--- src/rtl/ps2_host_tx_if.sv ---
// CPU-side bus for the PS/2 host transmitter: registered DEVICE/DATA strobe in, status word out.
// Handshake: a transmit is requested by DEVICE becoming CMD_DEV (edge, not level) and is accepted
// only while status[0] (busy) is low; completion is reported by busy falling, with done/err valid one cycle later.
interface ps2_host_tx_if;
  logic [15:0] DEVICE;
  logic [15:0] DATA;
  logic [15:0] status;

  modport master (output DEVICE, output DATA, input status);
  modport slave  (input DEVICE, input DATA, output status);
endinterface

--- src/rtl/ps2_host_tx.sv ---
// PS/2 host-to-device transmitter: inhibit, start, 8 data bits LSB-first, odd parity, stop, ack.
// Optional watchdog on the device-clocked phases is enabled with `define PS2_TX_TIMEOUT_EN.
module ps2_host_tx #(
  parameter logic [15:0] CMD_DEV        = 16'h0101,
  parameter int          INHIBIT_CYCLES = 5000,
  parameter int          TIMEOUT_CYCLES = 750000
) (
  input  logic          clk,
  input  logic          rst,
  ps2_host_tx_if.slave  bus,
  input  logic          ps2_clk_in,
  input  logic          ps2_data_in,
  output logic          ps2_clk_oe,
  output logic          ps2_data_oe,
  output logic [2:0]    dbg_state
);

  localparam int MAX_CYCLES = (INHIBIT_CYCLES > TIMEOUT_CYCLES) ? INHIBIT_CYCLES : TIMEOUT_CYCLES;
  localparam int CW         = (MAX_CYCLES > 2) ? $clog2(MAX_CYCLES) : 1;
  localparam logic [CW-1:0] INH_LAST = CW'(INHIBIT_CYCLES - 1);
  localparam logic [CW-1:0] INH_PRE  = CW'(INHIBIT_CYCLES - 2);
`ifdef PS2_TX_TIMEOUT_EN
  localparam logic [CW-1:0] TO_LAST  = CW'(TIMEOUT_CYCLES - 1);
`endif

  typedef enum logic [2:0] {
    IDLE      = 3'd0,
    INHIBIT   = 3'd1,
    REQ       = 3'd2,
    SHIFT     = 3'd3,
    ACK       = 3'd4,
    WAIT_IDLE = 3'd5,
    DONE      = 3'd6
  } state_t;

  state_t        state, state_n;
  logic [CW-1:0] cnt, cnt_n, cnt_inc;
  logic [3:0]    bitn, bitn_n;
  logic [7:0]    shreg, shreg_n;
  logic          par, par_n;
  logic          busy, busy_n;
  logic          done, done_n;
  logic          err, err_n;
  logic          done_pend, done_pend_n;
  logic          clk_oe_n, data_oe_n;

  logic [2:0]    clk_sync;
  logic [1:0]    data_sync;
  logic          fall;
  logic          clk_s, data_s;
  logic          dev_hit, dev_hit_q, launch;
  logic          unused_data;

  assign clk_s   = clk_sync[1];
  assign data_s  = data_sync[1];
  assign dev_hit = (bus.DEVICE == CMD_DEV);
  assign launch  = dev_hit & ~dev_hit_q;
  assign cnt_inc = (cnt == {CW{1'b1}}) ? cnt : cnt + 1'b1;

  assign bus.status  = {13'b0, err, done, busy};
  assign dbg_state   = state;
  assign unused_data = ^bus.DATA[15:8];

  // Lines idle high, so synchronizers reset to 1 to avoid a phantom falling edge.
  always_ff @(posedge clk) begin
    if (rst) begin
      clk_sync  <= 3'b111;
      data_sync <= 2'b11;
      fall      <= 1'b0;
      dev_hit_q <= 1'b0;
    end else begin
      clk_sync  <= {clk_sync[1:0], ps2_clk_in};
      data_sync <= {data_sync[0], ps2_data_in};
      fall      <= clk_sync[2] & ~clk_sync[1];
      dev_hit_q <= dev_hit;
    end
  end

  always_ff @(posedge clk) begin
    if (rst) begin
      state       <= IDLE;
      cnt         <= '0;
      bitn        <= '0;
      shreg       <= '0;
      par         <= 1'b0;
      busy        <= 1'b0;
      done        <= 1'b0;
      err         <= 1'b0;
      done_pend   <= 1'b0;
      ps2_clk_oe  <= 1'b0;
      ps2_data_oe <= 1'b0;
    end else begin
      state       <= state_n;
      cnt         <= cnt_n;
      bitn        <= bitn_n;
      shreg       <= shreg_n;
      par         <= par_n;
      busy        <= busy_n;
      done        <= done_n;
      err         <= err_n;
      done_pend   <= done_pend_n;
      ps2_clk_oe  <= clk_oe_n;
      ps2_data_oe <= data_oe_n;
    end
  end

  always_comb begin
    state_n     = state;
    cnt_n       = cnt;
    bitn_n      = bitn;
    shreg_n     = shreg;
    par_n       = par;
    busy_n      = busy;
    done_n      = done;
    err_n       = err;
    done_pend_n = 1'b0;
    clk_oe_n    = ps2_clk_oe;
    data_oe_n   = ps2_data_oe;

    // done trails busy by one cycle so a poller never sees busy and done together.
    if (done_pend) done_n = 1'b1;

    unique case (state)
      IDLE: begin
        clk_oe_n  = 1'b0;
        data_oe_n = 1'b0;
        if (launch) begin
          shreg_n  = bus.DATA[7:0];
          par_n    = ~^bus.DATA[7:0];
          done_n   = 1'b0;
          err_n    = 1'b0;
          busy_n   = 1'b1;
          cnt_n    = '0;
          clk_oe_n = 1'b1;
          state_n  = INHIBIT;
        end
      end

      INHIBIT: begin
        clk_oe_n = 1'b1;
        cnt_n    = cnt_inc;
        if (cnt == INH_PRE) data_oe_n = 1'b1;
        if (cnt == INH_LAST) begin
          data_oe_n = 1'b1;
          clk_oe_n  = 1'b0;
          cnt_n     = '0;
          state_n   = REQ;
        end
      end

      REQ: begin
        bitn_n  = '0;
        state_n = SHIFT;
      end

      SHIFT: begin
        if (fall) begin
          bitn_n = 4'(bitn + 4'd1);
          if (bitn < 4'd8) begin
            data_oe_n = ~shreg[bitn[2:0]];
          end else if (bitn == 4'd8) begin
            data_oe_n = ~par;
          end else begin
            data_oe_n = 1'b0;
            state_n   = ACK;
          end
        end
      end

      ACK: begin
        if (fall) begin
          err_n   = data_s;
          state_n = WAIT_IDLE;
        end
      end

      WAIT_IDLE: begin
        if (clk_s && data_s) state_n = DONE;
      end

      DONE: begin
        busy_n      = 1'b0;
        done_pend_n = ~err;
        state_n     = IDLE;
      end

      default: begin
        clk_oe_n  = 1'b0;
        data_oe_n = 1'b0;
        state_n   = IDLE;
      end
    endcase

`ifdef PS2_TX_TIMEOUT_EN
    if (state == REQ || state == SHIFT || state == ACK || state == WAIT_IDLE) begin
      cnt_n = cnt_inc;
      if (cnt == TO_LAST) begin
        clk_oe_n  = 1'b0;
        data_oe_n = 1'b0;
        err_n     = 1'b1;
        busy_n    = 1'b0;
        state_n   = IDLE;
      end
    end
`endif
  end

endmodule
--- src/flat_wrapper.sv ---
// flat-port wrapper written by rule: the top's interface ports become plain ports
module ps2_host_tx_flat 
#(
  parameter logic [15:0] CMD_DEV        = 16'h0101,
  parameter int          INHIBIT_CYCLES = 5000,
  parameter int          TIMEOUT_CYCLES = 750000
)
  (clk, rst, ps2_clk_in, ps2_data_in, ps2_clk_oe, ps2_data_oe, dbg_state, bus_DEVICE, bus_DATA, bus_status);
  ps2_host_tx_if bus_i ();
  input  logic clk;
  input  logic rst;
  input  logic ps2_clk_in;
  input  logic ps2_data_in;
  output logic ps2_clk_oe;
  output logic ps2_data_oe;
  output logic [2:0] dbg_state;
  input wire logic [$bits(bus_i.DEVICE)-1:0] bus_DEVICE;
  input wire logic [$bits(bus_i.DATA)-1:0] bus_DATA;
  output wire logic [$bits(bus_i.status)-1:0] bus_status;
  assign bus_i.DEVICE = bus_DEVICE;
  assign bus_i.DATA = bus_DATA;
  assign bus_status = bus_i.status;
  ps2_host_tx #(.CMD_DEV(CMD_DEV), .INHIBIT_CYCLES(INHIBIT_CYCLES), .TIMEOUT_CYCLES(TIMEOUT_CYCLES)) u_core (.clk(clk), .rst(rst), .bus(bus_i), .ps2_clk_in(ps2_clk_in), .ps2_data_in(ps2_data_in), .ps2_clk_oe(ps2_clk_oe), .ps2_data_oe(ps2_data_oe), .dbg_state(dbg_state));
endmodule
--- config.mk ---
export PLATFORM = sky130hd
export DESIGN_NAME = ps2_host_tx_flat
export DESIGN_NICKNAME = d
export VERILOG_FILES = /design/src/rtl/ps2_host_tx_if.sv /design/src/rtl/ps2_host_tx.sv /design/src/flat_wrapper.sv
export SDC_FILE = /design/constraint.sdc
export NUM_CORES = 1
export LEC_CHECK = 0
export BUFFER_PORTS_ARGS = -buffer_cell sky130_fd_sc_hd__buf_2
export CAP_MARGIN = 40
export CORE_MARGIN = 4
export CORE_UTILIZATION = 60
export CTS_BUF_LIST = sky130_fd_sc_hd__clkbuf_4 sky130_fd_sc_hd__clkbuf_8 sky130_fd_sc_hd__clkbuf_16
export CTS_CLUSTER_SIZE = 16
export DETAILED_ROUTE_END_ITERATION = 16
export PLACE_DENSITY = 0.86
export SYNTH_ARGS = -nofsm -noshare
export SYNTH_HDL_FRONTEND = slang
export SYNTH_SLANG_ARGS = --single-unit
--- constraint.sdc ---
create_clock -name clk -period 3.5 [get_ports clk]
set_input_delay 0.175 -clock clk [delete_from_list [all_inputs] [get_ports clk]]
set_output_delay 0.175 -clock clk [all_outputs]
set_load 0.02 [all_outputs]
After elaboration in Yosys (flattened, before gate mapping) --
Cells that the tools add are included. W data, S select, Z words.
Word-level totals: register bits after elaboration 49, input bits 36, word-level logic and storage cells 98
Cells by class: add/subtract/negate cells 2, $lt $le $gt $ge 2, equality and inequality tests 20, muxes and demuxes 33, bitwise operators 9, reductions and logical operators 17
Operator list (count):
- $mux W20 | 3
- $eq A20 B13 Y1 const B | 2
- $pmux W20 S2 | 1
- $mux W3 | 7
- $add A20 B1 Y20 const B | 1
- $eq A20 B20 Y1 const B | 1
- $pmux W3 S6 | 1
- $eq A16 B9 Y1 const B | 1
- $mux W1 | 14
- $ne A2 B1 Y1 const B | 5
- $eq A3 B3 Y1 const B | 3
- $reduce_and A3 Y1 | 3
- $pmux W4 S2 | 1
- $reduce_bool A2 Y1 | 4
- $reduce_xnor A8 Y1 | 1
- $not A1 Y1 | 7
- $reduce_and A7 Y1 | 1
- $eq A3 B2 Y1 const B | 2
- $pmux W1 S3 | 2
- $reduce_and A2 Y1 | 3
- $reduce_or A5 Y1 | 1
- $add A4 B1 Y4 const B | 1
- $eq A4 B4 Y1 const B | 1
- $lt A3 B4 Y1 const B | 1
- 13 further kinds | 16

Longest topological paths before layout --
word-level depth 6, gate-level depth with buffers 8, gate-level depth less buffers 6

Worst setup path before layout --
No wires, ideal clock.
path kind reg-to-reg, start point register u_core.cnt[13], end point register u_core.cnt[10], library setup time 0.146 ns, arrival 1.780 ns, path slack 1.574 ns, cell stages (with the launch flop) 7, buffers on the path 1, path through dfxtp_1 -> or4_1 -> or3_4 -> nor3_2 -> o21a_4 -> buf_6 -> a211oi_2
On the way: longest elaborated chain between the ends 3, elaborated cells between the ends (all ways) 6, those cells by class eq/ne (3); mux (2); reduce/logical (1)
Ends and longest elaborated chain:
- start: declaration | RTL line ps2_host_tx.sv:37 | logic [CW-1:0] cnt, cnt_n, cnt_inc;
- start signal: assignment | RTL line ps2_host_tx.sv:94 | cnt <= cnt_n;
- $eq A20 B13 Y1 / $eq A20 B20 Y1 (equally long branches) | RTL line ps2_host_tx.sv:143, ps2_host_tx.sv:58
- $ne A3 B3 Y1 (no line) / $mux W20 (equally long branches)
- $reduce_and A3 Y1 (no line) / $pmux W20 S2 (equally long branches)
Parallel ways exist; a longest one is shown, timed or not. A chain may end at the register's enable or synchronous reset.

Worst setup path after layout --
start point register u_core.state[2], in the netlist u_core.dbg_state[2], end point register u_core.cnt[10]
On the way: longest elaborated chain between the ends 3, elaborated cells between the ends (all ways) 7, those cells by class eq/ne (3); mux (1); reduce/logical (3)
Ends and longest elaborated chain:
- start: declaration | RTL line ps2_host_tx.sv:36 | state_t state, state_n;
- start signal: assignment | RTL line ps2_host_tx.sv:93 | state <= state_n;
- $eq A3 B1 Y1 / $logic_not A3 Y1 (equally long branches) | RTL line ps2_host_tx.sv:123 | unique case (state)
- $ne A3 B3 Y1 (no line), or another cell as far along
- $reduce_and A3 Y1 (no line)
Parallel ways exist; a longest one is shown, timed or not.

==> flow_summary.yaml <==
outcome:
  status: "finished clean"
power:
  p_switching_uw: 237
  powerDensity_nw_per_um2: 353
  p_seq_share_pct: 50.7
  swShare_pct: 21.3
  combPwrFrac_pct: 6.6
  irDropWorstVdd_v: 0.000291
  p_leak_nw: 1.07
  clkPwrFrac_pct: 42.7
  cell_internal_pwr_uw: 874
sta:
  hold_viol_final: 0
  clock.fmax_ghz: 0.426
  clock_skew_ns: 0.00997
  min_period_ns: 2.34
  rsz0062_at_grt: "no"
  final_max_slew_viol_count: 0
  setup_violations: 0
  min_period_over_period_pct: 67.0
  fin_ws_ns: 1.16
  slew-limit-headroom_pct: 43.1
  setup_tns_ns: 0
  worstMarginPinSlew_ns: 0.851
placement:
  pre_cts_ws_ns: 1.16
  place.gp.congestion: 0.830
  place.port_buffers: 35
  dp.cells: 386
  hpwl_um: 4310
routing:
  routed_wl_um: 6020
  dr_total_vias: 2439
  via_per_inst: 6.19
  postRouteAntennaNets: 0
  firstDrtPassIters: 4
  wl_per_cell_um: 15.3
  drc: 0
  first_iter_violations: 256
floorplanning:
  start_util_pct: 61.8
  rows: 25
  die_h_um: 77.5
  coreArea_um2: 4690
  io_pins: 57
  die_area_um2: 6010
  die_w_um: 77.5
synth:
  synth_compound_area_share_pct: 19.9
  synthAdderAreaFrac_pct: 1.29
  netlist_instances: 315
  synth_top_family_by_area: "simple AND/OR/NAND/NOR gates"
  synth-seq-cells: 49
  async_flop_share_pct: 0
  synth_ff_type: "dfxtp_1"
  ys_types: 61
  yosys.area_share.xor_xnor_pct: 2.72
  syn_avg_cell_area_um2: 9.21
  synthesis.area_um2: 2900
  synth.mux.area_fraction_pct: 5.05
  ys_warn_count: 0
  synth_edf_count: 0
  synth_seq_area_share_pct: 33.8
  synth-simple-area-share_pct: 27.8
worst_setup_path:
  cp.arrival_ns: 2.58
  critPathCaptureType: "register"
  crit_slowest_cell: "nor2_1"
  crit_path_start_kind: "register"
  cp_cell_sequence: "nor2_1 -> o21ai_2 -> or4_4 -> a211oi_2"
  required_ns: 3.73
  cpPeakStageDelay_ns: 0.73
  crit_type: "register to register"
  path_max_fanout: 18
cts:
  postCtsSetupBuffers: 0
  cts.sinks: 49
  clockRootBuffer: "clkbuf_8"
  cts_hold_buf: 0
  tritoncts: "built"
  cts_buffers: 5
  clkTransAtPathRegs_ns: 0.09
  clk_path_buf_depth: 2
  htreeDepth: 2
  clock_latency_ns: 0.31
  cts_resized: 0
global_routing:
  grt_pass1_wl_um: 10600
  antenna_found_initial: 0
  grt_max_degree: 36
  grt_overflow: 0
  grt_pass1_vias: 2331
  grt_usage_pct: 21.3
final_layout:
  nNetsFinal: 378
  area_growth_pct: 8.32
  antenna_cells: 0
  instances_no_fill: 394
  layout-drive-gt1-share_pct: 25.9
job:
  cap_violations: 0
hold_path:
  holdCritPathClass: "input pin to register"
[final timing paths]
check	to	startpoint	cells past startpoint	slack, ns
min	u_core.data_sync[0]	ps2_data_in	2	0.05
max reg2reg	u_core.cnt[10]	u_core.dbg_state[2]	4	1.16
max	u_core.cnt[10]	u_core.dbg_state[2]	4	1.16
min reg2reg	u_core.fall	u_core.clk_sync[2]	2	0.41
[power by group through the flow]
stage	registers [mW]	clock network [mW]	logic [mW]
2_1_floorplan	0.575	0	0.0577
3_3_place_gp	0.576	0	0.0688
3_5_place_dp	0.576	0	0.0741
4_1_cts	0.563	0.482	0.0741
5_1_grt	0.564	0.501	0.0806
6_report	0.563	0.474	0.0739
[cell usage after synthesis, drive strengths merged, types with 2 or more instances]
cell type / instances / area (µm²)
and3: 3 / 18.8
a211oi: 17 / 198
ha: 3 / 37.5
and4: 2 / 17.5
or3: 6 / 42.5
or4b: 2 / 20.0
dfxtp: 49 / 981
buf: 25 / 199
nand4: 13 / 87.6
o211ai: 2 / 15.0
nand3: 10 / 55.1
nand2: 19 / 71.3
inv: 10 / 37.5
or4: 15 / 120
mux4: 2 / 45.0
clkbuf: 9 / 33.8
a2111oi: 3 / 32.5
mux2i: 9 / 90.1
nor3: 6 / 35.0
and2: 2 / 12.5
o21ai: 10 / 53.8
o31ai: 14 / 105
a21oi: 13 / 68.8
or2: 5 / 31.3
nor4b: 4 / 65.1
nor4: 8 / 92.6
o21a: 2 / 22.5
nor2: 24 / 97.6
nor2b: 4 / 25.0
a31oi: 4 / 25.0
xnor2: 8 / 70.1
[layer usage]
metal	global-route usage [%]	up-vias	part of all wire [%]
li1	-	1217	-
met1	26.1	1155	42
met2	37.7	61	52
met3	4.29	6	4.6
met4	5.69	0	0.96
met5	0	-	0
[per-stage QoR]
| stage | hold slack [ns] | area (µm²) | util, % | power (mW) |
|---|---|---|---|---|
| 6_report | 0.0526 | 3140 | 67.0 | 1.11 |
| 3_5_place_dp | 0.362 | 3010 | 64.1 | 0.650 |
| 3_3_place_gp | 0.359 | 2980 | 63.5 | 0.645 |
| 4_1_cts | 0.0451 | 3140 | 67.0 | 1.12 |
| 2_1_floorplan | 0.279 | 2950 | - | 0.633 |
| 5_1_grt | 0.0466 | 3140 | 67.0 | 1.15 |
[state kept, by name, indices dropped and copies added, names as in the netlist]
signal and cells:
u_core.dbg_state 3, u_core.par 1, u_core.clk_sync 3, u_core.err 1, u_core.busy 1, u_core.shreg 8, u_core.ps2_clk_oe 1, u_core.cnt 20
u_core.data_sync 2, u_core.done 1, u_core.fall 1, u_core.bitn 4, u_core.done_pend 1, u_core.ps2_data_oe 1, u_core.dev_hit_q 1
[cell type report]
cell class	instances	area, µm²
Clock inverter	3	65.1
Fill cell	389	1550
Multi-Input combinational cell	234	1700
Tap cell	54	67.6
Sequential cell	49	981
Inverter	10	37.5
Timing Repair Buffer	39	221
Clock buffer	5	68.8
[placed cells by master, fill, tap and decap left out, drive strengths merged, types with 2 or more instances in the layout]
| master | synthesis | routed |
|---|---|---|
| nor2 | 24 | 24 |
| and4 | 2 | 2 |
| mux2i | 9 | 9 |
| o211ai | 2 | 2 |
| nor4 | 8 | 8 |
| nor4b | 4 | 4 |
| conb | 1 | 13 |
| a21oi | 13 | 13 |
| nand2 | 19 | 19 |
| a31oi | 4 | 4 |
| dfxtp | 49 | 49 |
| and2 | 2 | 2 |
| xnor2 | 8 | 8 |
| or3 | 6 | 6 |
| or2 | 5 | 5 |
| nand3 | 10 | 10 |
| inv | 10 | 10 |
| clkbuf | 9 | 5 |
| ha | 3 | 3 |
| nand4 | 13 | 13 |
| o21a | 2 | 2 |
| bufinv | 0 | 2 |
| or4 | 15 | 15 |
| nor2b | 4 | 4 |
| o31ai | 14 | 14 |
| a211oi | 17 | 17 |
| o21ai | 10 | 10 |
| buf | 25 | 39 |
| or4b | 2 | 2 |
| mux4 | 2 | 2 |
| a2111oi | 3 | 3 |
| and3 | 3 | 3 |
| nor3 | 6 | 6 |
[cells by family (layout without fill, tap and decap cells)]
kind of cell,count (synthesis),count (layout)
mux,12,12
fa+ha+maj,3,3
compound gates,72,72
buf+inv,44,57
flops,49,49
simple gates,125,125
xor+xnor,9,9
other cells,1,13
[worst max-delay path, delay by kind of cell, from the launching register on]
family | cells | cell delay, ns
AND/OR/NAND/NOR | 2 | 1.28
flip-flops | 1 | 0.49
AO/OA/AOI/OAI | 2 | 0.50
(Power assumes the default switching activity.)
